`src/rtl/lsu_pkg.sv`:
```
// rtl/lsu_pkg.sv - shared types, RV32I load/store funct3 codes and size decode for the LSU
package lsu_pkg;

    typedef enum logic [1:0] {IDLE, ACCESS, WAIT, DONE} lsu_state_t;
    typedef enum logic [1:0] {SZ_B, SZ_H, SZ_W} lsu_size_t;

    localparam logic [2:0] F3_LB  = 3'b000;
    localparam logic [2:0] F3_LH  = 3'b001;
    localparam logic [2:0] F3_LW  = 3'b010;
    localparam logic [2:0] F3_LBU = 3'b100;
    localparam logic [2:0] F3_LHU = 3'b101;
    localparam logic [2:0] F3_SB  = 3'b000;
    localparam logic [2:0] F3_SH  = 3'b001;
    localparam logic [2:0] F3_SW  = 3'b010;

    // Reserved encodings fall through to a word access.
    function automatic lsu_size_t funct3_to_size(input logic we, input logic [2:0] f3);
        lsu_size_t sz;
        sz = SZ_W;
        if (we) begin
            if (f3 == F3_SB)      sz = SZ_B;
            else if (f3 == F3_SH) sz = SZ_H;
        end else begin
            if (f3 == F3_LB || f3 == F3_LBU)      sz = SZ_B;
            else if (f3 == F3_LH || f3 == F3_LHU) sz = SZ_H;
        end
        return sz;
    endfunction

endpackage

```
`src/rtl/lsu_if.sv`:
```
// rtl/lsu_if.sv - core request/response and data_memory port bundle for the LSU
interface lsu_if #(
    parameter int ADDR_W = 32
);
    logic              i_Valid;
    logic              o_Ready;
    logic              i_We;
    logic [2:0]        i_Funct3;
    logic [ADDR_W-1:0] i_Addr;
    logic [31:0]       i_Wdata;
    logic              o_Done;
    logic [31:0]       o_Rdata;
    logic              o_Err;
    logic [ADDR_W-1:0] o_Addr;
    logic [31:0]       o_Wd;
    logic [3:0]        o_Be;
    logic              o_Ren;
    logic              o_Wen;
    logic [31:0]       i_Rd;

    modport slave (
        input  i_Valid, i_We, i_Funct3, i_Addr, i_Wdata, i_Rd,
        output o_Ready, o_Done, o_Rdata, o_Err, o_Addr, o_Wd, o_Be, o_Ren, o_Wen
    );

    modport master (
        output i_Valid, i_We, i_Funct3, i_Addr, i_Wdata, i_Rd,
        input  o_Ready, o_Done, o_Rdata, o_Err, o_Addr, o_Wd, o_Be, o_Ren, o_Wen
    );
endinterface

```
`src/rtl/lsu_align.sv`:
```
// rtl/lsu_align.sv - combinational lane steering: byte enables, store replication, load extract/extend
module lsu_align
    import lsu_pkg::*;
(
    input  lsu_size_t   size,
    input  logic [1:0]  off,
    input  logic        sext,
    input  logic [31:0] wdata,
    input  logic [31:0] rd,
    output logic [3:0]  be,
    output logic [31:0] wd,
    output logic [31:0] ld
);
    logic [7:0]  byte_v;
    logic [15:0] half_v;

    always_comb begin
        byte_v = rd[{off, 3'b000} +: 8];
        half_v = rd[{off[1], 4'b0000} +: 16];
        be     = 4'hF;
        wd     = wdata;
        ld     = rd;
        case (size)
            SZ_B: begin
                be = 4'b0001 << off;
                wd = {4{wdata[7:0]}};
                ld = {{24{sext & byte_v[7]}}, byte_v};
            end
            SZ_H: begin
                be = 4'b0011 << {off[1], 1'b0};
                wd = {2{wdata[15:0]}};
                ld = {{16{sext & half_v[15]}}, half_v};
            end
            default: ;
        endcase
    end
endmodule

```
`src/rtl/data_mem_lsu.sv`:
```
// rtl/data_mem_lsu.sv - LSU request FSM, read-latency counter, request/response registers
// Define LSU_MISALIGN_TRAP_EN to trap misaligned accesses instead of masking the address.
module data_mem_lsu
    import lsu_pkg::*;
#(
    parameter int ADDR_W  = 32,
    parameter int MEM_LAT = 1
) (
    input  logic i_clk,
    input  logic i_rstn,
    lsu_if.slave bus
);
    localparam logic [2:0] LAT_LAST = (MEM_LAT == 0) ? 3'd0 : 3'(MEM_LAT - 1);

    lsu_state_t        state, state_nxt;
    logic              we_q, sext_q, trap_q;
    lsu_size_t         size_q;
    logic [1:0]        off_q;
    logic [ADDR_W-1:0] addr_q;
    logic [31:0]       wdata_q, rdata_q;
    logic [2:0]        cnt_q;

    lsu_size_t         size_in;
    logic [1:0]        off_in;
    logic              trap_in, accept, capture, strobe;
    logic [3:0]        be_al;
    logic [31:0]       wd_al, ld_al;

    // Offset is pre-masked to the access size so the aligner never sees a split lane.
    always_comb begin
        size_in = funct3_to_size(bus.i_We, bus.i_Funct3);
        off_in  = bus.i_Addr[1:0];
        case (size_in)
            SZ_H:    off_in = {bus.i_Addr[1], 1'b0};
            SZ_W:    off_in = 2'b00;
            default: ;
        endcase
    end

`ifdef LSU_MISALIGN_TRAP_EN
    assign trap_in   = (size_in == SZ_H && bus.i_Addr[0]) || (size_in == SZ_W && |bus.i_Addr[1:0]);
    assign bus.o_Err = trap_q && (state == DONE);
`else
    assign trap_in   = 1'b0;
    assign bus.o_Err = 1'b0;
`endif

    always_ff @(posedge i_clk or negedge i_rstn) begin
        if (!i_rstn) state <= IDLE;
        else         state <= state_nxt;
    end

    always_comb begin
        state_nxt   = state;
        accept      = 1'b0;
        capture     = 1'b0;
        strobe      = 1'b0;
        bus.o_Ready = 1'b0;
        bus.o_Done  = 1'b0;
        case (state)
            IDLE: begin
                bus.o_Ready = 1'b1;
                if (bus.i_Valid) begin
                    accept    = 1'b1;
                    state_nxt = ACCESS;
                end
            end
            ACCESS: begin
                strobe = !trap_q;
                if (trap_q || we_q) begin
                    state_nxt = DONE;
                end else if (MEM_LAT == 0) begin
                    capture   = 1'b1;
                    state_nxt = DONE;
                end else begin
                    state_nxt = WAIT;
                end
            end
            WAIT: begin
                if (cnt_q == LAT_LAST) begin
                    capture   = 1'b1;
                    state_nxt = DONE;
                end
            end
            DONE: begin
                bus.o_Done = 1'b1;
                state_nxt  = IDLE;
            end
            default: state_nxt = IDLE;
        endcase
    end

    always_ff @(posedge i_clk or negedge i_rstn) begin
        if (!i_rstn) begin
            we_q    <= 1'b0;
            sext_q  <= 1'b0;
            trap_q  <= 1'b0;
            size_q  <= SZ_B;
            off_q   <= 2'b00;
            addr_q  <= '0;
            wdata_q <= 32'h0;
            rdata_q <= 32'h0;
            cnt_q   <= 3'd0;
        end else begin
            if (accept) begin
                we_q    <= bus.i_We;
                sext_q  <= !bus.i_Funct3[2];
                trap_q  <= trap_in;
                size_q  <= size_in;
                off_q   <= off_in;
                addr_q  <= {bus.i_Addr[ADDR_W-1:2], 2'b00};
                wdata_q <= bus.i_Wdata;
                rdata_q <= 32'h0;
            end
            if (state == ACCESS)    cnt_q <= 3'd0;
            else if (state == WAIT) cnt_q <= cnt_q + 3'd1;
            if (capture)            rdata_q <= ld_al;
        end
    end

    lsu_align u_align (
        .size  (size_q),
        .off   (off_q),
        .sext  (sext_q),
        .wdata (wdata_q),
        .rd    (bus.i_Rd),
        .be    (be_al),
        .wd    (wd_al),
        .ld    (ld_al)
    );

    assign bus.o_Ren   = strobe && !we_q;
    assign bus.o_Wen   = strobe && we_q;
    assign bus.o_Be    = strobe ? be_al : 4'h0;
    assign bus.o_Addr  = addr_q;
    assign bus.o_Wd    = wd_al;
    assign bus.o_Rdata = rdata_q;
endmodule
```
`src/flat_wrapper.sv`:
```
// flat-port wrapper written by rule: the top's interface ports become plain ports
module data_mem_lsu_flat import lsu_pkg::*;
#(
    parameter int ADDR_W  = 32,
    parameter int MEM_LAT = 1
)
  (i_clk, i_rstn, bus_i_Valid, bus_i_We, bus_i_Funct3, bus_i_Addr, bus_i_Wdata, bus_i_Rd, bus_o_Ready, bus_o_Done, bus_o_Rdata, bus_o_Err, bus_o_Addr, bus_o_Wd, bus_o_Be, bus_o_Ren, bus_o_Wen);
  lsu_if #(.ADDR_W(ADDR_W)) bus_i ();
  input  logic i_clk;
  input  logic i_rstn;
  input wire logic [$bits(bus_i.i_Valid)-1:0] bus_i_Valid;
  input wire logic [$bits(bus_i.i_We)-1:0] bus_i_We;
  input wire logic [$bits(bus_i.i_Funct3)-1:0] bus_i_Funct3;
  input wire logic [$bits(bus_i.i_Addr)-1:0] bus_i_Addr;
  input wire logic [$bits(bus_i.i_Wdata)-1:0] bus_i_Wdata;
  input wire logic [$bits(bus_i.i_Rd)-1:0] bus_i_Rd;
  output wire logic [$bits(bus_i.o_Ready)-1:0] bus_o_Ready;
  output wire logic [$bits(bus_i.o_Done)-1:0] bus_o_Done;
  output wire logic [$bits(bus_i.o_Rdata)-1:0] bus_o_Rdata;
  output wire logic [$bits(bus_i.o_Err)-1:0] bus_o_Err;
  output wire logic [$bits(bus_i.o_Addr)-1:0] bus_o_Addr;
  output wire logic [$bits(bus_i.o_Wd)-1:0] bus_o_Wd;
  output wire logic [$bits(bus_i.o_Be)-1:0] bus_o_Be;
  output wire logic [$bits(bus_i.o_Ren)-1:0] bus_o_Ren;
  output wire logic [$bits(bus_i.o_Wen)-1:0] bus_o_Wen;
  assign bus_i.i_Valid = bus_i_Valid;
  assign bus_i.i_We = bus_i_We;
  assign bus_i.i_Funct3 = bus_i_Funct3;
  assign bus_i.i_Addr = bus_i_Addr;
  assign bus_i.i_Wdata = bus_i_Wdata;
  assign bus_i.i_Rd = bus_i_Rd;
  assign bus_o_Ready = bus_i.o_Ready;
  assign bus_o_Done = bus_i.o_Done;
  assign bus_o_Rdata = bus_i.o_Rdata;
  assign bus_o_Err = bus_i.o_Err;
  assign bus_o_Addr = bus_i.o_Addr;
  assign bus_o_Wd = bus_i.o_Wd;
  assign bus_o_Be = bus_i.o_Be;
  assign bus_o_Ren = bus_i.o_Ren;
  assign bus_o_Wen = bus_i.o_Wen;
  data_mem_lsu #(.ADDR_W(ADDR_W), .MEM_LAT(MEM_LAT)) u_core (.i_clk(i_clk), .i_rstn(i_rstn), .bus(bus_i));
endmodule
```
`config.mk`:
```
export PLATFORM = sky130hd
export DESIGN_NAME = data_mem_lsu_flat
export DESIGN_NICKNAME = d
export VERILOG_FILES = /design/src/rtl/lsu_pkg.sv /design/src/rtl/lsu_if.sv /design/src/rtl/lsu_align.sv /design/src/rtl/data_mem_lsu.sv /design/src/flat_wrapper.sv
export SDC_FILE = /design/constraint.sdc
export NUM_CORES = 1
export LEC_CHECK = 0
export BUFFER_PORTS_ARGS = -buffer_cell sky130_fd_sc_hd__buf_2
export CORE_ASPECT_RATIO = 1.75
export CORE_MARGIN = 1
export CORE_UTILIZATION = 46
export CTS_BUF_LIST = sky130_fd_sc_hd__clkbuf_8
export CTS_CLUSTER_SIZE = 24
export DETAILED_ROUTE_END_ITERATION = 6
export GPL_TIMING_DRIVEN = 0
export PLACE_DENSITY = 0.79
export SLEW_MARGIN = 10
export SYNTH_ARGS = -nofsm -noshare
export SYNTH_HDL_FRONTEND = slang
export SYNTH_HIERARCHICAL = 1
export SYNTH_SLANG_ARGS = --single-unit
```
`constraint.sdc`:
```
create_clock -name i_clk -period 1.6 [get_ports i_clk]
set_input_delay 0.08 -clock i_clk [delete_from_list [all_inputs] [get_ports i_clk]]
set_output_delay 0.08 -clock i_clk [all_outputs]
set_load 0.01 [all_outputs]
```
==> flow_summary_export.csv <==
group,metric,value,unit
timing,fin_skew,0.01325,ns
route,ant_nets,0,
yosys,syn-cell-area,0.005416,sq mm
timing,setup_slack,-0.1978,ns
setup_path,path_delay_family,"flip-flops",
floorplan,io_pins,208,
yosys,ys_top_cells_by_area,"dfrtp_1, mux2_2, mux2_4, nand2_1, o21ai_0",
yosys,ys_types,37,
clocking,path_clk_slew,0.10,ns
route,viasPerCell,5.328,
yosys,yosysMostFrequentCell,"dfrtp_1",
setup_path,max_stage_delay,0.48,ns
yosys,synth_commonest_cells,"dfrtp_1, nand2_1, mux2_2",
route,finalWirelength,17160,um
clocking,ctsHtreeMaxLevel,3,
yosys,avgSynthCellArea,11.01,sq um
floorplan,die_w,84.03,um
grt,grt_pass1_vias,5331,
yosys,ys_warn_count,6,
clocking,cts_made_buffers,9,
grt,overflow,0,
placement,dpl.hpwl,11560,um
cells_and_area,diodes,0,
grt,grt_pass1_wl,26790,um
route,drc,24,
timing,clock.fmax,556.2,MHz
yosys,synthArstFlopShare,100.0,%
yosys,syn_inst,492,
setup_path,critPathKind,"flop to output port",
placement,placed_cell_area,0.006649,sq mm
timing,fin_crit_sh,112.4,%
setup_path,path_buf_inv,3,
timing,slew_headroom,64.51,%
grt,grt_max_degree,67,
floorplan,coreArea,0.01152,sq mm
route,vias,4971,
yosys,seq_area_frac_synth,48.51,%
setup_path,crit_path_end_kind,"output port",
setup_path,crit_arrival,1.72,ns
grt,antenna_found_initial,0,
timing,final.min_clock_period,1.798,ns
floorplan,initial_core_util,47.03,%
timing,final-setup-viol-count,50,
hold_path,min_path_type,"input port to flop",
yosys,yosysTopAreaCell,"dfrtp_1",
floorplan,dieArea,0.01223,sq mm
power,p_leak,3.975,nW
run_status,violations,"DRC, setup timing",
grt,grt_util_all_layers,28.19,%
floorplan,rows,52,
timing,timing_worst_slew_pin_value,0.5323,ns
cells_and_area,drive_above_1_share,49.12,%
floorplan,die_h,145.5,um
yosys,yosysTopAreaCellShare,48.51,%
flow_run,maxCapViolCount,0,
placement,gp_congestion,0.9532,
route,drt-wirelength-per-cell,18.40,um
yosys,synth-edff-count,0,
cells_and_area,layout.nets,904,
setup_path,crit_chain,"buf_6 > nor2_4 > buf_12 > mux2_2 > buf_6",
yosys,synth-seq-cells,105,
run_status,status,"complete, but fails checks",
timing,rsz0062_at_grt,"true",
setup_path,critPathMaxFanout,10,
clocking,clk_latency,0.38,ns
timing,maxSlewViolCount,0,
clocking,cts_tree,"done",
clocking,cts.sinks,105,
route,drtIter0Drc,229,
placement,io_buffers,204,
power,cellPowerDensity,1936,mW/mm^2
cells_and_area,areaGrowthSynthToFinish,48.90,%
cells_and_area,final_area,0.008065,sq mm
clocking,clockBufferDepth,2,
setup_path,crit_path_frequent_cell,"buf_6",
power,total_power,15.62,mW
route,firstDrtPassIters,7,
power,ir_worst_vdd,1.224,mV
yosys,synth_ff_type,"dfrtp_1",
setup_path,start_kind,"flop",
setup_path,crit_slowest_cell,"dfrtp_2",
cells_and_area,final_core_util,70.03,%
setup_path,crit_required,1.52,ns
clocking,root_buffer,"clkbuf_8",
timing,hold_viol,0,
==> layout by cell type (no fill, tap or decap), types with 5 or more instances in the layout <==
cell / netlist / routed
a21oi_1: 35 / 33
o21ai_0: 45 / 32
nand2_1: 80 / 79
dfrtp_1: 105 / 103
buf_8: 0 / 6
buf_4: 15 / 30
a22o_1: 7 / 7
mux2_2: 62 / 54
ha_1: 8 / 5
nor2b_1: 6 / 5
clkbuf_2: 0 / 5
a221o_1: 14 / 14
and2_1: 6 / 6
o21ai_1: 3 / 13
dlygate4sd3_1: 0 / 67
mux2i_1: 16 / 12
buf_2: 14 / 193
buf_6: 7 / 27
nor2_1: 9 / 8
mux2_4: 20 / 28
clkbuf_8: 0 / 11
==> layer usage <==
layer  part of all wire (%)  global-route usage (%)  vias to the layer above
met1                     36                   29.46                     2398
met3                    5.5                   6.580                       54
met4                    4.9                   15.09                        0
li1                       -                       -                     2316
met2                     54                   51.43                      203
met5                      0                       0                        -
==> worst register-to-register path, delay by kind of cell (launching register included) <==
| family | cells | cell delay [ns] |
|---|---|---|
| buf+inv | 1 | 0.20 |
| compound gates | 2 | 0.20 |
| flops | 1 | 0.43 |
| simple gates | 2 | 0.23 |
| mux | 1 | 0.56 |
==> registers in the layout, indices dropped and copies added (netlist names), 2 cells and up <==
register,count
u_core/bus.o_Rdata,32
u_core/bus.o_Addr,30
u_core/size_q,2
u_core/wdata_q,32
u_core/off_q,2
u_core/cnt_q,3
u_core/state,2
==> through the flow <==
step / setup TNS [ns] / hold slack [ns] / instances / setup WS (ns)
2_1_floorplan: -0.3175 / -0.2156 / 494 / -0.04527
3_3_place_gp: -75.57 / 0.3115 / 833 / -0.6271
3_5_place_dp: -15.08 / 0.09148 / 834 / -0.4272
4_1_cts: -5.279 / 0.01538 / 927 / -0.1854
5_1_grt: -7.965 / 0.06266 / 933 / -0.2528
6_report: -4.705 / 0.03661 / 933 / -0.1978
==> kinds of logic (layout without fill, tap and decap cells) <==
family | after synthesis | in the layout | share of synthesized area [%]
flops | 105 | 105 | 48.51
other cells | 1 | 3 | 0.06923
simple gates | 115 | 115 | 9.310
mux | 99 | 99 | 21.81
buf+inv | 52 | 356 | 5.937
fa+ha+maj | 8 | 8 | 1.848
compound gates | 112 | 112 | 12.52
==> power breakdown <==
part / switching (mW) / internal [mW]
Sequential: 0.894 / 3.83
Clock: 1.01 / 0.755
Combinational: 4.24 / 4.88
==> path summary, 6_finish.rpt <==
kind,startpoint,slack (ns),endpoint,cells after the start
setup reg to reg,u_core/off_q[0],-0.14,u_core/bus.o_Rdata[16],6
min in group asynchronous,i_rstn,0.24,u_core/bus.o_Addr[25],2
hold reg to reg,u_core/bus.o_Addr[7],0.52,u_core/bus.o_Addr[7],1
hold / removal,bus_i_Funct3[1],0.04,u_core/size_q[1],3
setup / recovery,u_core/size_q[1],-0.20,bus_o_Wd[14],5
max in group asynchronous,i_rstn,0.63,u_core/size_q[1],3
==> area by class of cell <==
type / count / area [sq um]
Clock buffer: 9 / 123.9
Inverter: 5 / 18.77
Fill cell: 815 / 3451
Multi-Input combinational cell: 337 / 2638
Clock inverter: 7 / 86.33
Tap cell: 135 / 168.9
Buffer: 45 / 407.9
Timing Repair Buffer: 290 / 1992
Sequential cell: 105 / 2630
==> repair_timing <==
action	CTS	global route
hold endpoints to repair	105	0
hold buffers	67	0
pin swaps	3	0
gates cloned	0	0
gates resized for setup	62	49
buffers inserted	11	7
endpoints found under the setup margin	122	114
Note: power is estimated with default switching activity, not from simulation.
